`config.mk`:
```
export PLATFORM = sky130hd
export DESIGN_NAME = btn_event_sched
export DESIGN_NICKNAME = d
export VERILOG_FILES = /design/src/rtl/btn_event_sched.sv
export SDC_FILE = /design/constraint.sdc
export NUM_CORES = 1
export LEC_CHECK = 0
export BUFFER_PORTS_ARGS = -buffer_cell sky130_fd_sc_hd__buf_2
export CAP_MARGIN = 10
export CELL_PAD_IN_SITES_DETAIL_PLACEMENT = 1
export CELL_PAD_IN_SITES_GLOBAL_PLACEMENT = 2
export CORE_ASPECT_RATIO = 0.75
export CORE_MARGIN = 1
export CORE_UTILIZATION = 42
export CTS_BUF_LIST = sky130_fd_sc_hd__clkbuf_4
export DETAILED_ROUTE_END_ITERATION = 10
export HOLD_SLACK_MARGIN = 0.06
export PLACE_DENSITY_LB_ADDON = 0.1
export REMOVE_ABC_BUFFERS = 1
export SETUP_SLACK_MARGIN = 0.5
export SYNTH_ARGS = -nofsm -noshare
export SYNTH_HDL_FRONTEND = slang
export SYNTH_SLANG_ARGS = --single-unit
```
`constraint.sdc`:
```
create_clock -name clk -period 3.8 [get_ports clk]
set_clock_uncertainty 0.05 [all_clocks]
set_input_delay 0.38 -clock clk [delete_from_list [all_inputs] [get_ports clk]]
set_output_delay 0.38 -clock clk [all_outputs]
set_load 0.1 [all_outputs]
```
`src/rtl/btn_event_sched.sv`:
```
// Button event scheduler: press and auto-repeat detection feeding a small event queue.
// Events carry the button index, the switch levels at enqueue time and a repeat flag.
module btn_event_sched #(
  parameter int unsigned FIFO_DEPTH = 4,
  parameter int unsigned REPEAT_DLY = 50000000,
  parameter int unsigned REPEAT_PER = 10000000
) (
  input  logic       clk,
  input  logic       rst,
  input  logic [4:0] btn_in,
  input  logic [7:0] sw_in,
  output logic       evt_valid,
  input  logic       evt_ready,
  output logic [2:0] evt_btn,
  output logic [7:0] evt_sw,
  output logic       evt_repeat,
  output logic [4:0] fifo_count,
  output logic       overflow,
  input  logic       ovf_clr
);

  localparam int unsigned PW       = (FIFO_DEPTH > 1) ? $clog2(FIFO_DEPTH) : 1;
  localparam int unsigned HOLD_MAX = (REPEAT_DLY > REPEAT_PER) ? REPEAT_DLY : REPEAT_PER;
  localparam int unsigned CW       = $clog2(HOLD_MAX + 1);
  localparam logic [CW-1:0] DLY_LAST = CW'(REPEAT_DLY - 1);
  localparam logic [CW-1:0] PER_LAST = CW'(REPEAT_PER - 1);

  typedef struct packed {
    logic [2:0] btn;
    logic [7:0] sw;
    logic       rpt;
  } evt_t;

  logic [4:0]    btn_prev_q;
  logic [4:0]    pend_q, pend_d;
  logic [4:0]    pend_rpt_q, pend_rpt_d;
  logic [CW-1:0] hold_cnt_q, hold_cnt_d;
  logic          rpt_phase_q, rpt_phase_d;
  logic [PW-1:0] wr_ptr_q, wr_ptr_d;
  logic [PW-1:0] rd_ptr_q, rd_ptr_d;
  logic [4:0]    count_q, count_d;
  logic          ovf_q, ovf_d;
  evt_t          mem [FIFO_DEPTH];

  logic       sel_valid;
  logic [2:0] sel_idx;
  logic [4:0] sel_onehot;
  logic [4:0] press, pend_left, rpt_bits;
  logic       hold_active, rpt_fire;
  logic       pop, push, drop, full;
  evt_t       wr_entry, head;

  // Lowest pending index wins; one candidate per cycle.
  always_comb begin
    sel_valid  = |pend_q;
    sel_onehot = pend_q & (~pend_q + 5'd1);
    sel_idx    = '0;
    for (int i = 4; i >= 0; i--) begin
      if (pend_q[i]) sel_idx = 3'(i);
    end
    wr_entry = '{btn: sel_idx, sw: sw_in, rpt: pend_rpt_q[sel_idx]};
  end

  // Hold timer: first period is REPEAT_DLY, later periods REPEAT_PER.
  always_comb begin
    // NOTE: every comb output gets a default first so no path can infer a latch.
    hold_active = (btn_in != '0) && (btn_in == btn_prev_q);
    rpt_fire    = 1'b0;
    hold_cnt_d  = '0;
    rpt_phase_d = 1'b0;
    if (hold_active) begin
      if (hold_cnt_q == (rpt_phase_q ? PER_LAST : DLY_LAST)) begin
        rpt_fire    = 1'b1;
        rpt_phase_d = 1'b1;
      end else begin
        hold_cnt_d  = hold_cnt_q + CW'(1);
        rpt_phase_d = rpt_phase_q;
      end
    end
  end

  // A repeat on a bit still pending from a press leaves that press entry as-is.
  always_comb begin
    press      = btn_in & ~btn_prev_q;
    pend_left  = pend_q & ~sel_onehot;
    rpt_bits   = rpt_fire ? btn_in : 5'd0;
    pend_d     = pend_left | press | rpt_bits;
    pend_rpt_d = (pend_rpt_q & pend_left)
               | (rpt_bits & ~(pend_left & ~pend_rpt_q));
    pend_rpt_d = pend_rpt_d & ~press;
  end

  always_comb begin
    full     = (count_q == 5'(FIFO_DEPTH));
    pop      = evt_valid & evt_ready;
    push     = sel_valid & (~full | pop);
    drop     = sel_valid & full & ~pop;
    wr_ptr_d = wr_ptr_q + PW'(push);
    rd_ptr_d = rd_ptr_q + PW'(pop);
    count_d  = count_q;
    unique case ({push, pop})
      2'b10:   count_d = count_q + 5'd1;
      2'b01:   count_d = count_q - 5'd1;
      default: count_d = count_q;
    endcase
    ovf_d = drop | (ovf_q & ~ovf_clr);
  end

  always_ff @(posedge clk) begin
    // NOTE: btn_prev tracks btn_in even in reset, so a button held through reset is not a press.
    btn_prev_q <= btn_in;
    if (rst) begin
      pend_q      <= '0;
      pend_rpt_q  <= '0;
      hold_cnt_q  <= '0;
      rpt_phase_q <= 1'b0;
      wr_ptr_q    <= '0;
      rd_ptr_q    <= '0;
      count_q     <= '0;
      ovf_q       <= 1'b0;
    end else begin
      pend_q      <= pend_d;
      pend_rpt_q  <= pend_rpt_d;
      hold_cnt_q  <= hold_cnt_d;
      rpt_phase_q <= rpt_phase_d;
      wr_ptr_q    <= wr_ptr_d;
      rd_ptr_q    <= rd_ptr_d;
      count_q     <= count_d;
      ovf_q       <= ovf_d;
    end
  end

  // NOTE: queue storage is not reset; the pointers and count define what is valid.
  always_ff @(posedge clk) begin
    if (push) mem[wr_ptr_q] <= wr_entry;
  end

  always_comb begin
    head       = mem[rd_ptr_q];
    evt_valid  = (count_q != 5'd0);
    evt_btn    = evt_valid ? head.btn : 3'd0;
    evt_sw     = evt_valid ? head.sw  : 8'd0;
    evt_repeat = evt_valid ? head.rpt : 1'b0;
    fifo_count = count_q;
    overflow   = ovf_q;
  end

endmodule

```
* After elaboration in Yosys (flattened, before gate mapping)
Memories as Yosys holds them, arrays and structs flattened. A register that Yosys moved wholly into a read port is not among the register bits.
Cells that the tools add are included.
** Operators by class
- Add/sub/neg operators :: 6
- $lt $le $gt $ge :: 1
- Equal/unequal tests :: 5
- Muxes and demuxes :: 18
- Bitwise gates (word level) :: 27
- Reductions and logical operators :: 7
** Operator list (number)
- $and 5x5->5 :: 7
- $not 5->5 :: 6
- $add 26x1->26 const B :: 1
- $eq 26x26->1 :: 1
- $mux 26 :: 1
- $mux 3 :: 6
- $or 5x5->5 :: 3
- $add 5x1->5 const B :: 2
- $pmux 5 s2 :: 1
- $reduce_bool 5->1 :: 2
- $mux 8 :: 1
- $mux 1 :: 6
- $and 1x1->1 :: 5
- $eq 5x3->1 const B :: 1
- $eq 5x5->1 :: 1
- $mux 5 :: 1
- $reduce_or 5->1 :: 1
- $sub 5x1->5 const B :: 1
- $add 2x1->2 :: 2
- $lt 3x4->1 const B :: 1
- $not 1->1 :: 4
- $bmux 1 s3 :: 1
- $reduce_or 3->1 :: 1
- $eq 2x1->1 const B :: 1
- 6 further kinds :: 7
** Storage, ports and cells
- Register bits after elaboration :: 52
- Bits in writable memories :: 48
- Output and inout port bits :: 19
- Word-level logic and storage cells :: 74
- Memories kept :: 1
** Memories
- mem :: depth 4, width 12, rd ports 1, clocked after memory_dff 1, wr ports 1, line 43 : evt_t mem [FIFO_DEPTH];

* Longest topological paths before layout
- Word-level depth :: 10
- Gate-level depth with buffers :: 11

* Worst setup path after synthesis
Ideal clock, no wire load.
- Kind :: flip-flop to output port
- From :: reg count_q[1] (netlist: fifo_count[1])
- To :: out evt_btn[0]
- Arrival :: 2.944 ns
- Data required time :: 3.370 ns
- Slack :: 0.426 ns
- Stages on the path, launching flop included :: 5
- Cells stage by stage :: dfxtp_1 -> clkbuf_1 -> nor3_1 -> clkbuf_1 -> nor2b_1
** On the way
- Cells in the longest elaborated chain, start to end :: 2
** RTL lines
- start: declaration :: line 41 : logic [4:0] count_q, count_d;
- start signal: assignment :: line 128 : count_q <= count_d;
- $reduce_bool 5->1 :: line 140 : evt_valid = (count_q != 5'd0);
- $mux 3 :: line 141 : evt_btn = evt_valid ? head.btn : 3'd0;
- end: declaration :: line 14 : output logic [2:0] evt_btn,
Every way passes these cells.

* Final worst setup path
- From :: reg pend_q[0]
- To :: reg count_q[4] (netlist: fifo_count[4])
** On the way
- Cells in the longest elaborated chain, start to end :: 4
- Elaborated cells on any way between the ends :: 6
** RTL lines
- start: declaration :: line 35 : logic [4:0] pend_q, pend_d;
- start signal: assignment :: line 122 : pend_q <= pend_d;
- $reduce_or 5->1 * :: line 55 : sel_valid = |pend_q;
- $and 1x1->1 * :: line 96 : push = sel_valid & (~full | pop);
- $eq 2x1->1 or $eq 2x2->1 (tied branches) :: line 101 : unique case ({push, pop})
- $pmux 5 s2 or $reduce_bool 2->1 (tied branches)
Every way passes the cells marked *; elsewhere a longest branch is shown, timed or not.
A chain may end at the register's enable or synchronous reset.

==> impl_metrics.env <==
export IMPL_status="completed"
export IMPL_syn_to_final_growth_pct=12.6
export IMPL_grt_pass1_vias=2957
export IMPL_start_util_pct=44.1
export IMPL_num_fill_cells=1103
export IMPL_rsz0062_at_grt="false"
export IMPL_grt_max_degree=26
export IMPL_layout_common_cells="nor2_1, dfxtp_1, edfxtp_1, buf_2, inv_1"
export IMPL_critPathRequiredTime_ns=4.16
export IMPL_setup_tns_ns=0
export IMPL_slowest_stage="or4_4"
export IMPL_clock_sinks=100
export IMPL_synth_area_leaders="edfxtp_1, dfxtp_1, mux4_2"
export IMPL_place_area_mm2=0.00464
export IMPL_hold_viol=0
export IMPL_fin_util_pct=49.7
export IMPL_pwr_share_comb_pct=48.0
export IMPL_slowest_delay_ns=0.63
export IMPL_io_buffers=35
export IMPL_diodes=0
export IMPL_max_clock_freq_mhz=340
export IMPL_r2r_end="fifo_count[4]"
export IMPL_synth_area_mm2=0.00434
export IMPL_synth_seq_area_share_pct=57.2
export IMPL_rows=31
export IMPL_cts_root_buf="clkbuf_4"
export IMPL_drive_gt1_share_pct=17.4
export IMPL_dr_total_vias=2900
export IMPL_hp_class="input port to register"
export IMPL_drv_slew=0
export IMPL_cp_startpoint="pend_q[0]"
export IMPL_tightest_slew_ns=0.861
export IMPL_clk_pin_slew_ns=0.16
export IMPL_vias_per_cell=5.16
export IMPL_end_kind="register"
export IMPL_crit_type="register to register"
export IMPL_r2r_slack_ns=0.86
export IMPL_cts_made_buffers=9
export IMPL_remaining_drc_errors=0
export IMPL_worst_skew_pair_late_latency_ns=0.46
export IMPL_antenna_found_initial=0
export IMPL_clock_path_buffers=2
export IMPL_die_h_um=90.1
export IMPL_seqPwrFrac_pct=37.6
export IMPL_drt_pass1_iter_count=4
export IMPL_p_per_area_mw_per_mm2=730
export IMPL_yosysTopAreaCell="edfxtp_1"
export IMPL_yosysWarnings=0
export IMPL_cap_violations=0
export IMPL_power_leakage_nw=1.70
export IMPL_yosysTopAreaCellShare_pct=33.2
export IMPL_intPower_mw=1.78
export IMPL_worst_setup_path_endpoint="fifo_count[4]"
export IMPL_crit_arrival_ns=3.30
export IMPL_synth_edff_count=48
export IMPL_fin_hold_ws_ns=0.120
export IMPL_avgRoutedWirePerCell_um=15.8
export IMPL_grt_overflow_total=0
export IMPL_drt_iter0_drc=135
export IMPL_ctsHtreeMaxLevel=3
export IMPL_cts_tree="yes"
export IMPL_switching_share_pct=50.3
export IMPL_async_flop_share_pct=0
export IMPL_core_mm2=0.00985
export IMPL_yosysUniqueCellTypes=51
export IMPL_place_gp_congestion=0.746
export IMPL_reg2reg_from="pend_q[0]"
export IMPL_syn_area_per_cell_um2=11.5
export IMPL_dieArea_mm2=0.0108
export IMPL_netlist_instances=377
export IMPL_ys_ff_latch=100
export IMPL_path_max_fanout=9
export IMPL_peakVddDrop_uv=313
export IMPL_period_minus_slack_ns=2.94
export IMPL_crit_chain="or4_4 -> a211oi_4 -> xor2_1 -> ha_1 -> or3_1 -> a21oi_1 -> mux2i_1 -> or3_1 -> a21oi_1"
export IMPL_critPathLaunchType="register"
export IMPL_pin_count=36
export IMPL_r2r_cells=9
export IMPL_fin_crit_sh_pct=77.5
export IMPL_grt_pass1_wl_um=15100
export IMPL_p_clk_share_pct=14.4
export IMPL_grt_total_usage_pct=18.1
export IMPL_drt_wl_total_um=8890
export IMPL_max_slew_margin_pct=42.5
export IMPL_ys_flop_type="dfxtp_1"
export IMPL_post_cts_buffers=0
export IMPL_fin_area_mm2=0.00489
export IMPL_fin_nets=452
export IMPL_die_x_um=119
export IMPL_power_switching_mw=1.79
export IMPL_setup_viol=0
export IMPL_antenna_left=0
export IMPL_final_common_cell="nor2_1"
export IMPL_hold_depth=3
export IMPL_dp_hpwl_um=6040
-- area by class of cell --
type | count | area (um^2) | area share (%)
Multi-Input combinational cell | 244 | 1720 | 35.1
Sequential cell | 100 | 2480 | 50.7
Clock inverter | 6 | 47.5 | 0.972
Timing Repair Buffer | 52 | 335 | 6.85
Tap cell | 132 | 165 | 3.38
Inverter | 18 | 67.6 | 1.38
Clock buffer | 10 | 75.1 | 1.53
-- worst max-delay path, delay by kind of cell (launching register included) --
kind	cells	cell delay [ns]
AND/OR/NAND/NOR	3	1.28
adder cells (fa/ha/maj)	1	0.24
multiplexers	1	0.10
XOR/XNOR	1	0.12
AO/OA/AOI/OAI	3	0.69
flip-flops	1	0.42
-- metal layers --
metal	GRT usage (%)	part of all wire [%]
met1	24.7	50
met2	28.2	46
met3	4.31	2.8
met4	6.15	1.5
met5	0	0
-- power groups by stage --
stage	registers (mW)	logic, mW	clock network [mW]
6_report	1.34	1.71	0.515
5_1_grt	1.36	1.80	0.578
4_1_cts	1.35	1.73	0.537
3_5_place_dp	1.37	1.72	0
3_3_place_gp	1.37	1.70	0
2_1_floorplan	1.49	1.29	0
-- registers in the layout (all words and copies together) (netlist names) --
signal,cells
rpt_phase_q,1
overflow,1
btn_prev_q,5
fifo_count,5
wr_ptr_q,2
pend_q,5
rd_ptr_q,2
mem,48
pend_rpt_q,5
hold_cnt_q,26
-- kinds of logic after synthesis --
group | Yosys count | share of synthesized area (%)
fa+ha+maj | 10 | 2.88
flops | 100 | 57.2
compound gates | 37 | 5.79
buf+inv | 33 | 3.37
simple gates | 154 | 18.2
xor+xnor | 28 | 5.65
mux | 15 | 6.91
-- cell usage after synthesis, types with 8 or more instances --
library cell	count
nor2_1	54
ha_1	10
a21oi_1	12
inv_1	18
edfxtp_1	48
xnor2_1	17
nor3_1	12
nand2_1	17
nor2b_1	15
xor2_1	11
nand4_1	9
nand3_1	14
mux4_2	12
o21ai_0	8
dfxtp_1	52
-- metrics by stage --
stage	cells	worst slack, ns	total power [mW]
final	562	0.857	3.57
after global routing	562	0.698	3.75
after CTS	560	0.850	3.61
after detailed placement	533	0.869	3.09
after global placement	533	1.00	3.07
after floorplan	362	0.467	2.78
-- worst min-delay path by stage --
stage                       start            end  slack (ns)
floorplan               btn_in[0]  btn_prev_q[0]        0.36
global placement    hold_cnt_q[0]  hold_cnt_q[0]        0.38
detailed placement  hold_cnt_q[0]  hold_cnt_q[0]        0.39
CTS                      sw_in[1]      mem[1][2]        0.06
global route              ovf_clr       overflow        0.11
finish                    ovf_clr       overflow        0.12
-- timing repair --
action                                 in CTS  in global routing
endpoints found under the hold margin      29                  8
hold buffers                               11                  2
gates resized for setup                     0                  0
(Power assumes the default switching activity.)
